--- config.mk ---
export PLATFORM = sky130hd
export DESIGN_NAME = dpram_fifo_ctrl
export DESIGN_NICKNAME = d
export VERILOG_FILES = /design/src/rtl/dpram_fifo_ctrl_pkg.sv /design/src/rtl/dpram_fifo_ctrl_out_skid_buf.sv /design/src/rtl/dpram_fifo_ctrl.sv
export SDC_FILE = /design/constraint.sdc
export NUM_CORES = 1
export LEC_CHECK = 0
export ABC_AREA = 1
export CORE_MARGIN = 4
export CORE_UTILIZATION = 48
export DETAILED_ROUTE_END_ITERATION = 16
export GPL_TIMING_DRIVEN = 0
export PLACE_DENSITY_LB_ADDON = 0.3
export RECOVER_POWER = 50
export SLEW_MARGIN = 20
export SYNTH_ARGS = -nofsm -noshare
export SYNTH_HDL_FRONTEND = slang
export SYNTH_SLANG_ARGS = --single-unit
--- constraint.sdc ---
create_clock -name clk -period 4.72 [get_ports clk]
set_input_delay 0.944 -clock clk [delete_from_list [all_inputs] [get_ports clk]]
set_output_delay 0.944 -clock clk [all_outputs]
set_load 0.02 [all_outputs]
--- src/rtl/dpram_fifo_ctrl_pkg.sv ---
// Shared sizing constants and helpers for the dual-port-RAM FIFO controller.
package fifo_ctrl_pkg;

  localparam int unsigned DEF_DATA_WIDTH = 8;
  localparam int unsigned DEF_ADDR_WIDTH = 4;
  localparam int unsigned OBUF_DEPTH     = 2;
  localparam int unsigned OBUF_CNT_W     = 2;

  // RAM words + one in-flight read + output buffer entries
  function automatic int unsigned occ_width(input int unsigned addr_width);
    return addr_width + 2;
  endfunction

endpackage

--- src/rtl/dpram_fifo_ctrl_out_skid_buf.sv ---
// Two-entry in-order register FIFO that absorbs the RAM's registered read latency.
module out_skid_buf
  import fifo_ctrl_pkg::*;
#(
  parameter int unsigned DATA_WIDTH = DEF_DATA_WIDTH
) (
  input  logic                  clk,
  input  logic                  rst_n,
  input  logic                  clr,
  input  logic                  wr_en,
  input  logic [DATA_WIDTH-1:0] wr_data,
  input  logic                  rd_en,
  output logic [DATA_WIDTH-1:0] rd_data,
  output logic [OBUF_CNT_W-1:0] count
);

  logic [DATA_WIDTH-1:0] ent0_q, ent0_d;
  logic [DATA_WIDTH-1:0] ent1_q, ent1_d;
  logic [OBUF_CNT_W-1:0] cnt_q, cnt_d;
  logic [OBUF_CNT_W-1:0] cnt_pop;
  logic                  do_pop;

  // Pop shifts entry 1 forward; a write lands in the first free slot after the pop
  always_comb begin
    ent0_d  = ent0_q;
    ent1_d  = ent1_q;
    do_pop  = rd_en && (cnt_q != '0);
    cnt_pop = cnt_q - OBUF_CNT_W'(do_pop);
    if (do_pop) begin
      ent0_d = ent1_q;
    end
    if (wr_en) begin
      if (cnt_pop == '0) begin
        ent0_d = wr_data;
      end else begin
        ent1_d = wr_data;
      end
    end
    cnt_d = cnt_pop + OBUF_CNT_W'(wr_en);
  end

  always_ff @(posedge clk) begin
    if (!rst_n || clr) begin
      ent0_q <= '0;
      ent1_q <= '0;
      cnt_q  <= '0;
    end else begin
      ent0_q <= ent0_d;
      ent1_q <= ent1_d;
      cnt_q  <= cnt_d;
    end
  end

  assign rd_data = ent0_q;
  assign count   = cnt_q;

endmodule

--- src/rtl/dpram_fifo_ctrl.sv ---
// Valid/ready FIFO controller sequencing an external dual-port RAM (A = write, B = read)
// with a 2-entry output buffer hiding the RAM read latency.
module dpram_fifo_ctrl
  import fifo_ctrl_pkg::*;
#(
  parameter int unsigned DATA_WIDTH = DEF_DATA_WIDTH,
  parameter int unsigned ADDR_WIDTH = DEF_ADDR_WIDTH
) (
  input  logic                             clk,
  input  logic                             rst_n,
  input  logic                             flush,
  input  logic                             s_valid,
  output logic                             s_ready,
  input  logic [DATA_WIDTH-1:0]            s_data,
  output logic                             m_valid,
  input  logic                             m_ready,
  output logic [DATA_WIDTH-1:0]            m_data,
  output logic [occ_width(ADDR_WIDTH)-1:0] occupancy,
  output logic                             err_collision,
  output logic                             ram_we_a,
  output logic [ADDR_WIDTH-1:0]            ram_addr_a,
  output logic [DATA_WIDTH-1:0]            ram_din_a,
  output logic                             ram_we_b,
  output logic [ADDR_WIDTH-1:0]            ram_addr_b,
  output logic [DATA_WIDTH-1:0]            ram_din_b,
  input  logic [DATA_WIDTH-1:0]            ram_dout_b,
  input  logic                             ram_collision
);

  localparam int unsigned DEPTH = 1 << ADDR_WIDTH;
  localparam int unsigned CNT_W = ADDR_WIDTH + 1;
  localparam int unsigned OCC_W = occ_width(ADDR_WIDTH);

  logic [ADDR_WIDTH-1:0] wr_ptr_q, wr_ptr_d;
  logic [ADDR_WIDTH-1:0] rd_ptr_q, rd_ptr_d;
  logic [CNT_W-1:0]      ram_cnt_q, ram_cnt_d;
  logic                  inflight_q, inflight_d;
  logic                  err_q, err_d;
  logic [OBUF_CNT_W-1:0] buf_cnt;
  logic [DATA_WIDTH-1:0] buf_head;
  logic                  push, pop, issue, full, room;

  // Handshakes and read issue; a read is issued only when the buffer can take its data
  always_comb begin
    full    = (ram_cnt_q == CNT_W'(DEPTH));
    s_ready = rst_n & ~full & ~flush;
    push    = s_valid & s_ready;
    m_valid = (buf_cnt != '0);
    pop     = m_valid & m_ready;
    room    = (3'(buf_cnt) + 3'(inflight_q)) < (3'(OBUF_DEPTH) + 3'(pop));
    issue   = rst_n & (ram_cnt_q != '0) & room & ~flush;
  end

  always_comb begin
    wr_ptr_d   = wr_ptr_q + ADDR_WIDTH'(push);
    rd_ptr_d   = rd_ptr_q + ADDR_WIDTH'(issue);
    ram_cnt_d  = ram_cnt_q + CNT_W'(push) - CNT_W'(issue);
    inflight_d = issue;
    err_d      = err_q | ram_collision;
  end

  // Flush clears the datapath but keeps the sticky error
  always_ff @(posedge clk) begin
    if (!rst_n) begin
      wr_ptr_q   <= '0;
      rd_ptr_q   <= '0;
      ram_cnt_q  <= '0;
      inflight_q <= 1'b0;
      err_q      <= 1'b0;
    end else if (flush) begin
      wr_ptr_q   <= '0;
      rd_ptr_q   <= '0;
      ram_cnt_q  <= '0;
      inflight_q <= 1'b0;
      err_q      <= err_d;
    end else begin
      wr_ptr_q   <= wr_ptr_d;
      rd_ptr_q   <= rd_ptr_d;
      ram_cnt_q  <= ram_cnt_d;
      inflight_q <= inflight_d;
      err_q      <= err_d;
    end
  end

  out_skid_buf #(
    .DATA_WIDTH(DATA_WIDTH)
  ) u_obuf (
    .clk     (clk),
    .rst_n   (rst_n),
    .clr     (flush),
    .wr_en   (inflight_q),
    .wr_data (ram_dout_b),
    .rd_en   (pop),
    .rd_data (buf_head),
    .count   (buf_cnt)
  );

  assign m_data        = buf_head;
  assign occupancy     = OCC_W'(ram_cnt_q) + OCC_W'(inflight_q) + OCC_W'(buf_cnt);
  assign err_collision = err_q;
  assign ram_we_a      = push;
  assign ram_addr_a    = wr_ptr_q;
  assign ram_din_a     = s_data;
  assign ram_we_b      = 1'b0;
  assign ram_addr_b    = rd_ptr_q;
  assign ram_din_b     = '0;

endmodule
==> impl_metrics.py <==
metrics = {
    "layout": {
        "final_util_pct": 66.6,
        "mostFrequentLayoutCells": "37 x inv_1, 33 x dfxtp_1, 28 x nand2_1",
        "final_cell_area_um2": 2470,
        "n_antenna_cell": 0,
        "final_common_cell": "inv_1",
        "area_delta_synth_final_pct": 32.8,
        "nFillCells": 317,
        "nNetsFinal": 334,
        "final_layout_size_suffix_gt1_share_pct": 12.2,
    },
    "clocking": {
        "cts_hold_buf": 0,
        "cts_resized": 0,
        "cts_setup_buffers": 0,
        "cts_tree": "done",
        "cts_buffers": 5,
        "clock_latency_ns": 0.28,
        "cts.reportedPaths.clkPinSlew_ns": 0.06,
        "cts_root_buffer": "clkbuf_8",
        "cts_max_level": 2,
        "cts.sinks": 33,
        "clock_path_buffers": 2,
    },
    "die": {
        "die_y_um": 70.3,
        "design.die.area_um2": 4940,
        "initial_core_util_pct": 50.1,
        "fp.dieW_um": 70.3,
        "core-area_um2": 3720,
        "rows": 22,
        "io_pins": 65,
    },
    "detailed_routing": {
        "vias": 1576,
        "drtIter0Drc": 97,
        "drtAntennaViolNets": 0,
        "wl_per_cell_um": 10.8,
        "wl_um": 3720,
        "drtPass1Iterations": 4,
        "drc": 0,
        "post_drt_via_cell_ratio": 4.59,
    },
    "timing": {
        "hold_violations": 0,
        "setup_tns_ns": 0,
        "fin_crit_ns": 4.07,
        "fin_ws_ns": 0.649,
        "max_freq_ghz": 0.246,
        "final-setup-viol-count": 0,
        "rsz0062_at_grt": "no",
        "post-route-period-util_pct": 86.2,
        "finalMaxSlewViolations": 0,
        "finClkSkew_ns": 0.00377,
    },
    "setup_path": {
        "r2r_end": "ram_cnt_q[4]$_SDFF_PP0_",
        "required_ns": 3.78,
        "startpoint_type": "input port",
        "crit_arrival_ns": 3.13,
        "r2r_slack_ns": 2.12,
        "end_kind": "output port",
        "critPathKind": "in -> out",
        "critPathMaxFanout": 10,
        "rr_startpoint": "ram_cnt_q[2]$_SDFF_PP0_",
        "rr_worst_depth": 15,
    },
    "power_and_ir_drop": {
        "p_clk_share_pct": 31.5,
        "p_switching_w": 0.000183,
        "leakage_nw": 1.15,
        "ir_worst_vdd_mv": 0.216,
        "intPower_w": 0.000457,
        "p_total_w": 0.000640,
        "p_per_area_nw_per_um2": 259,
        "seqPwrFrac_pct": 46.0,
        "power_frac_comb_pct": 22.5,
        "switching_share_pct": 28.7,
    },
    "placed_design": {
        "portBuffers": 47,
        "gpl.final_weighted_congestion": 0.784,
        "pre_cts_ws_ns": 0.914,
        "dpl.hpwl_um": 2900,
        "placed_area_um2": 2420,
    },
    "grt": {
        "gr-total-overflow": 0,
        "grtUsageMet2_pct": 23.7,
        "met3_usage_pct": 5.32,
        "use_met1_pct": 19.5,
        "grt_usage_pct": 15.3,
        "grt_pass1_vias": 1451,
        "grt_pass1_wl_um": 6150,
        "busiest_layer": "met2",
        "grt_max_degree": 11,
        "antenna_found_initial": 0,
    },
    "min_path": {
        "hold_class": "reg -> reg",
        "hold_end": "err_collision$_SDFF_PN0_",
        "hp-start": "err_collision$_SDFF_PN0_",
        "hold_path_depth": 1,
    },
    "synthesis": {
        "ys_seq_area_share_pct": 35.5,
        "netlist_instances": 232,
        "avgSynthCellArea_um2": 8.03,
        "ys_seq_elements": 33,
        "synth.distinct_cells": 31,
        "syn_area_um2": 1860,
        "yosys_warnings": 0,
    },
    "status": {
        "status": "completed",
    },
    "flow_run": {
        "maxCapViolCount": 0,
    },
}
==> state kept, by name (all words and copies together), names as in the netlist <==
signal and flops:
u_obuf.rd_data 8, u_obuf.ent1_q 8, ram_cnt_q 5, ram_addr_b 4, err_collision 1, ram_addr_a 4
u_obuf.count 2, inflight_q 1
==> layout make-up <==
type | instances | area (um2) | area share (%)
Sequential cell | 33 | 661 | 26.7
Timing Repair Buffer | 47 | 470 | 19.0
Clock buffer | 8 | 80.1 | 3.24
Multi-Input combinational cell | 146 | 881 | 35.6
Inverter | 37 | 139 | 5.61
Tap cell | 48 | 60.1 | 2.43
Buffer | 24 | 183 | 7.38
==> logic make-up after synthesis <==
| kind of cell | share of synthesized area, % |
|---|---|
| compound gates | 13.4 |
| xor+xnor | 4.16 |
| fa+ha+maj | 13.3 |
| buf+inv | 17.5 |
| flops | 35.5 |
| other cells | 0.201 |
| simple gates | 16.0 |
==> power groups by stage <==
| stage | registers, W | clock network [W] | logic, W |
|---|---|---|---|
| floorplan | 0.000304 | 0 | 0.0000917 |
| global placement | 0.000300 | 0 | 0.000146 |
| detailed placement | 0.000301 | 0 | 0.000149 |
| CTS | 0.000294 | 0.000207 | 0.000149 |
| global route | 0.000295 | 0.000218 | 0.000158 |
| finish | 0.000294 | 0.000202 | 0.000144 |
==> through the flow <==
stage	std cells	hold slack, ns
after detailed placement	335	0.446
after global placement	335	0.438
after global routing	343	0.479
after CTS	343	0.455
final	343	0.448
after floorplan	240	0.429
==> how the worst max path moves through the flow <==
stage                                         end  slack, ns  start
after floorplan           ram_cnt_q[4]$_SDFF_PP0_       1.76  flush
after CTS                                ram_we_a       0.91  rst_n
after global routing                     ram_we_a       0.49  flush
after global placement                   ram_we_a       0.85  rst_n
final                                    ram_we_a       0.65  flush
after detailed placement                 ram_we_a       0.91  rst_n
==> critical path: stages <==
cell and delay (ns):
dlygate4sd3_1 0.53, inv_1 0.05, nand2_1 0.12, inv_1 0.11
clkbuf_1 0.36, nand2_1 0.13, nor2_1 0.22, clkdlybuf4s50_1 0.66
==> layer usage <==
metal	up-vias	routed length [um]
met5	-	0
met4	0	53
met3	5	327
met2	59	1710
met1	684	1630
li1	828	-
==> synthesized netlist by cell type <==
| master | n | area, um2 |
|---|---|---|
| inv_1 | 37 | 139 |
| dfxtp_1 | 33 | 661 |
| nor2_1 | 27 | 101 |
| nand2_1 | 25 | 93.8 |
| buf_4 | 19 | 143 |
| ha_1 | 15 | 188 |
| a21oi_1 | 11 | 55.1 |
| o21ai_0 | 10 | 50.1 |
| o21ai_1 | 9 | 45.0 |
| nand3_1 | 6 | 30.0 |
| a31oi_1 | 5 | 31.3 |
| xor2_1 | 5 | 43.8 |
| nand2_2 | 4 | 25.0 |
| a21oi_2 | 3 | 26.3 |
| fa_1 | 3 | 60.1 |
| o21ai_2 | 3 | 26.3 |
| nor2_2 | 2 | 12.5 |
| xnor2_1 | 2 | 17.5 |
| buf_12 | 1 | 20.0 |
| buf_2 | 1 | 5.00 |
| buf_6 | 1 | 11.3 |
| clkbuf_1 | 1 | 3.75 |
| clkbuf_2 | 1 | 5.00 |
| conb_1 | 1 | 3.75 |
| nand2_4 | 1 | 11.3 |
| nand3_2 | 1 | 10.0 |
| nand4_1 | 1 | 6.26 |
| nor3b_1 | 1 | 7.51 |
| o21a_1 | 1 | 7.51 |
| o31ai_1 | 1 | 7.51 |
| xnor2_2 | 1 | 16.3 |
Note: power is estimated with default switching activity, not from simulation.
